<file path="src/rtl/imem_loader.sv">
// Instruction store (256x8) with a valid/ready boot loader that holds the CPU in reset until an image is loaded.
// Optional trailing-checksum verification is enabled by defining IMEM_LOADER_CHECKSUM_EN.
module imem_loader (
  input  logic       clk,
  input  logic       rst,
  input  logic [7:0] inData,
  input  logic       inValid,
  output logic       inReady,
  input  logic       reload,
  input  logic [7:0] instAddress,
  output logic [7:0] instruction,
  output logic       cpuRst,
  output logic       loadDone,
  output logic       loadError,
  output logic [8:0] loadCount
);

  typedef enum logic [2:0] {
    IDLE  = 3'd0,
    LOAD  = 3'd1,
`ifdef IMEM_LOADER_CHECKSUM_EN
    CHECK = 3'd2,
`endif
    RUN   = 3'd3,
    ERROR = 3'd4
  } state_t;

  // Handshake: a byte transfers on a rising edge when inValid && inReady.
  // inReady is decoded from state, rst and reload only, never from inValid.
  state_t     state;
  state_t     stateNext;
  logic       rstSeen;
  logic       readyState;
  logic       accept;
  logic [8:0] loadLen;
  logic [8:0] count;
  logic [8:0] countNext;
  logic [7:0] mem [256];
`ifdef IMEM_LOADER_CHECKSUM_EN
  logic [7:0] sum;
`endif

  assign countNext = count + 9'd1;
  assign loadCount = count;

`ifdef IMEM_LOADER_CHECKSUM_EN
  assign readyState = (state == IDLE) || (state == LOAD) || (state == CHECK);
  assign loadError  = rst && (state == ERROR);
`else
  assign readyState = (state == IDLE) || (state == LOAD);
  assign loadError  = 1'b0;
`endif

  // rstSeen keeps inReady low until one edge has been sampled out of reset.
  assign inReady  = rst && rstSeen && !reload && readyState;
  assign accept   = inValid && inReady;
  assign cpuRst   = rst && (state == RUN);
  assign loadDone = rst && (state == RUN);

  assign instruction = mem[instAddress];

  always_ff @(posedge clk) begin
    if (!rst) begin
      state <= IDLE;
    end else begin
      state <= stateNext;
    end
  end

  always_comb begin
    stateNext = state;
    case (state)
      IDLE: begin
        if (accept) stateNext = LOAD;
      end
      LOAD: begin
        if (accept && (countNext == loadLen)) begin
`ifdef IMEM_LOADER_CHECKSUM_EN
          stateNext = CHECK;
`else
          stateNext = RUN;
`endif
        end
      end
`ifdef IMEM_LOADER_CHECKSUM_EN
      CHECK: begin
        if (accept) stateNext = (inData == sum) ? RUN : ERROR;
      end
`endif
      default: ;
    endcase
    if (reload) stateNext = IDLE;
  end

  always_ff @(posedge clk) begin
    if (!rst) begin
      rstSeen <= 1'b0;
      count   <= 9'd0;
      loadLen <= 9'd0;
`ifdef IMEM_LOADER_CHECKSUM_EN
      sum     <= 8'd0;
`endif
    end else begin
      rstSeen <= 1'b1;
      if (reload) begin
        count <= 9'd0;
      end else if (accept) begin
        case (state)
          IDLE: begin
            // A length byte of zero encodes a full 256-byte image.
            loadLen <= (inData == 8'd0) ? 9'd256 : {1'b0, inData};
            count   <= 9'd0;
`ifdef IMEM_LOADER_CHECKSUM_EN
            sum     <= 8'd0;
`endif
          end
          LOAD: begin
            count <= countNext;
`ifdef IMEM_LOADER_CHECKSUM_EN
            sum   <= sum + inData;
`endif
          end
          default: ;
        endcase
      end
    end
  end

  // The store has no reset: images survive rst and reload.
  always_ff @(posedge clk) begin
    if (accept && (state == LOAD)) mem[count[7:0]] <= inData;
  end

endmodule

</file>
<file path="config.mk">
export PLATFORM = sky130hd
export DESIGN_NAME = imem_loader
export DESIGN_NICKNAME = d
export VERILOG_FILES = /design/src/rtl/imem_loader.sv
export SDC_FILE = /design/constraint.sdc
export NUM_CORES = 2
export LEC_CHECK = 0
export ABC_AREA = 1
export CAP_MARGIN = 20
export CORE_MARGIN = 5
export CORE_UTILIZATION = 25
export DETAILED_ROUTE_END_ITERATION = 8
export PLACE_DENSITY = 0.39
export SLEW_MARGIN = 20
export SYNTH_ARGS = -nofsm -noshare
export SYNTH_HDL_FRONTEND = slang
export SYNTH_SLANG_ARGS = --single-unit
</file>
<file path="constraint.sdc">
create_clock -name clk -period 6.2 [get_ports clk]
set_input_delay 1.24 -clock clk [delete_from_list [all_inputs] [get_ports clk]]
set_output_delay 1.24 -clock clk [all_outputs]
set_load 0.01 [all_outputs]
</file>
==> flow_metrics.tcl <==
set metrics [dict create \
    grt_usage 0.156 \
    synth_top_family_by_area "simple AND/OR/NAND/NOR gates" \
    routedWlPerCell_um 23.6 \
    cp_top_family "simple AND/OR/NAND/NOR gates" \
    holdCritStartpoint "loadLen[4]" \
    status "finished, final reports clean" \
    start_kind "primary input" \
    grt-ovfl-total 0 \
    htree_levels 4 \
    synth_warnings 0 \
    initial_utilization 0.251 \
    postSynth.asyncResetShare 0 \
    p_leak_uw 0.0335 \
    critPathRequiredTime_ps 4960 \
    final_area_um2 98300 \
    io_buffers 39 \
    hold_class "reg2reg" \
    critical_path.n_buffers_inverters 5 \
    synthAdderAreaFrac 0.000598 \
    synth_seq_area_share 0.740 \
    syn_area_per_cell_um2 11.8 \
    drt_iter0_drc 4588 \
    cap_violations 0 \
    syn_to_final_growth_pct 17.4 \
    synthDistinctLibCells 25 \
    cts_buffers 232 \
    fmax_ghz 0.165 \
    period_share 0.975 \
    drcViolationCount 0 \
    place_congestion 0.771 \
    route.vias.total 54800 \
    ant_nets 0 \
    cpPeakStageDelay_ps 570 \
    syn-num-nets 7140 \
    vdd_ir_drop_max_uv 223 \
    post_cts_buffers 0 \
    cts_hold_buf 0 \
    grt_antenna_before_repair 13 \
    cts_resized 0 \
    r2r_slack_ps 2920 \
    critical_path.slowest_cell "clkdlybuf4s50_1" \
    rsz0062_at_grt "false" \
    hold_ws_ps 474 \
    final_cells 11800 \
    die_h_um 589 \
    row_count 212 \
    clk_pin_slew_ps 50 \
    synth_area_um2 83700 \
    core_area_um2 333000 \
    dr.pass1.iters 5 \
    root_buffer "clkbuf_16" \
    ios 41 \
    routed_via_density 4.63 \
    synth-simple-area-share 0.232 \
    register_area_um2 61900 \
    clk_latency_ps 900 \
    synth_compound_area_frac 0.00175 \
    crit_path_end_kind "output port" \
    yosys_register_bits 2069 \
    dpl.cell_count 11400 \
    drive_above_1_share 0.0955 \
    muxShareOfSynthArea 0 \
    final_nets 7292 \
    place_area_um2 91300 \
    synth-edff-count 2048 \
    grt_pass1_wl_um 402000 \
    hpwl_um 161000 \
    wirelength_um 279000 \
    reg2reg_from "loadCount[0]" \
    clockBufferDepth 4 \
    fin_crit_ps 6040 \
    crit_start "instAddress[0]" \
    syn_inst 7116 \
    synthFlopType "edfxtp_1" \
    tightest_slew_ps 1050 \
    fillers 33800 \
    worstPathCellList "buf_8 -> inv_8 -> buf_12 -> buf_4 -> nand2_1 -> nand3_1 -> nand3_1 -> nand3_1 -> nand3_1 -> nand3_1 -> nand3_1 -> nand2_1 -> nand2_1 -> nand2_1 -> clkdlybuf4s50_1" \
    cp_max_fo 40 \
    tns_ps 0 \
    finalPower_uw 30100 \
    crit_type "in2out" \
    maxSlewHeadroom 0.300 \
    cts_tree "done" \
    clock-sinks 2069 \
    drv_slew 0 \
    skew_ps 73.2 \
    multi_input_area_um2 19800 \
    die_x_um 589 \
    layout_commonest_cell "nand2_1" \
    dieArea_um2 346000 \
    arrival_ps 4800 \
    setup_viol_count_final 0 \
    grt_pass1_vias 54200 \
    crit_top_cell "nand3_1" \
    grt_max_degree 134 \
    powerDensity_nw_per_um2 306 \
    hold_viol_final 0 \
    yosys.area_share.xor_xnor 0.000419 \
    mostFrequentLayoutCells "nand2_1, edfxtp_1, nand3_1" \
]
metrics by stage:
stage,setup WS (ps),utilization
after floorplan,2220,-
after global placement,47.5,0.274
after detailed placement,98.1,0.274
after CTS,98.0,0.295
after global routing,61.4,0.295
final,157,0.295
cell usage after synthesis (2+ instances only):
library cell / number / area share
buf_2: 83 / 0.0050
nor4_1: 4 / 0.00030
buf_1: 54 / 0.0024
clkbuf_1: 354 / 0.016
nor3_1: 4 / 0.00024
nor3_2: 3 / 0.00036
inv_2: 5 / 0.00022
nor2_2: 3 / 0.00022
inv_1: 29 / 0.0013
buf_4: 2 / 0.00018
dfxtp_1: 21 / 0.0050
xor2_1: 4 / 0.00042
nor2_1: 270 / 0.012
a21oi_1: 17 / 0.0010
edfxtp_1: 2048 / 0.73
nand4_1: 2 / 0.00015
or2_2: 2 / 0.00015
nand3_1: 2040 / 0.12
ha_1: 4 / 0.00060
o21ai_0: 11 / 0.00066
nand2_1: 2152 / 0.097
per-layer routing:
metal | part of all wire | vias up | routed length, um | global-route usage
li1 | - | 25600 | - | -
met1 | 0.45 | 27700 | 126000 | 0.216
met2 | 0.48 | 1250 | 135000 | 0.261
met3 | 0.043 | 341 | 12100 | 0.0186
met4 | 0.024 | 0 | 6630 | 0.0404
met5 | 0 | - | 0 | 0
area by class of cell:
class | count | area share
antenna | 9 | 0.000229
clock inverter | 120 | 0.00847
tap | 4387 | 0.0559
multi-input combinational | 4520 | 0.201
sequential | 2069 | 0.630
timing repair buffer | 411 | 0.0410
clock buffer | 291 | 0.0616
inverter | 34 | 0.00158
sequential cells by signal, indices dropped and copies added, names as in the netlist:
name and cells:
loadCount 9, loadLen 9, mem 2048, rstSeen 1, state 2
path summary, 6_finish.rpt:
kind | end | cells after the start
setup / recovery | instruction[2] | 15
setup reg to reg | mem[118][4] | 5
hold reg to reg | loadLen[4] | 2
hold / removal | loadLen[4] | 2
worst min-delay path, stage by stage, from the launching register on:
cell	delay (ps)
dfxtp_1	310
inv_1	60
a21oi_1	50
where the power goes:
group          total (uW)  switching [uW]  internal (uW)
Clock               12900            5590           7290
Combinational        1830            1380            451
Sequential          15400            1.15          15400
logic make-up after synthesis:
logic type	count (synthesis)
AND/OR/NAND/NOR	4482
flip-flops	2069
buffers and inverters	527
AO/OA/AOI/OAI	29
XOR/XNOR	4
adder cells (fa/ha/maj)	4
other	1
Power figures use the tool's default switching activity.
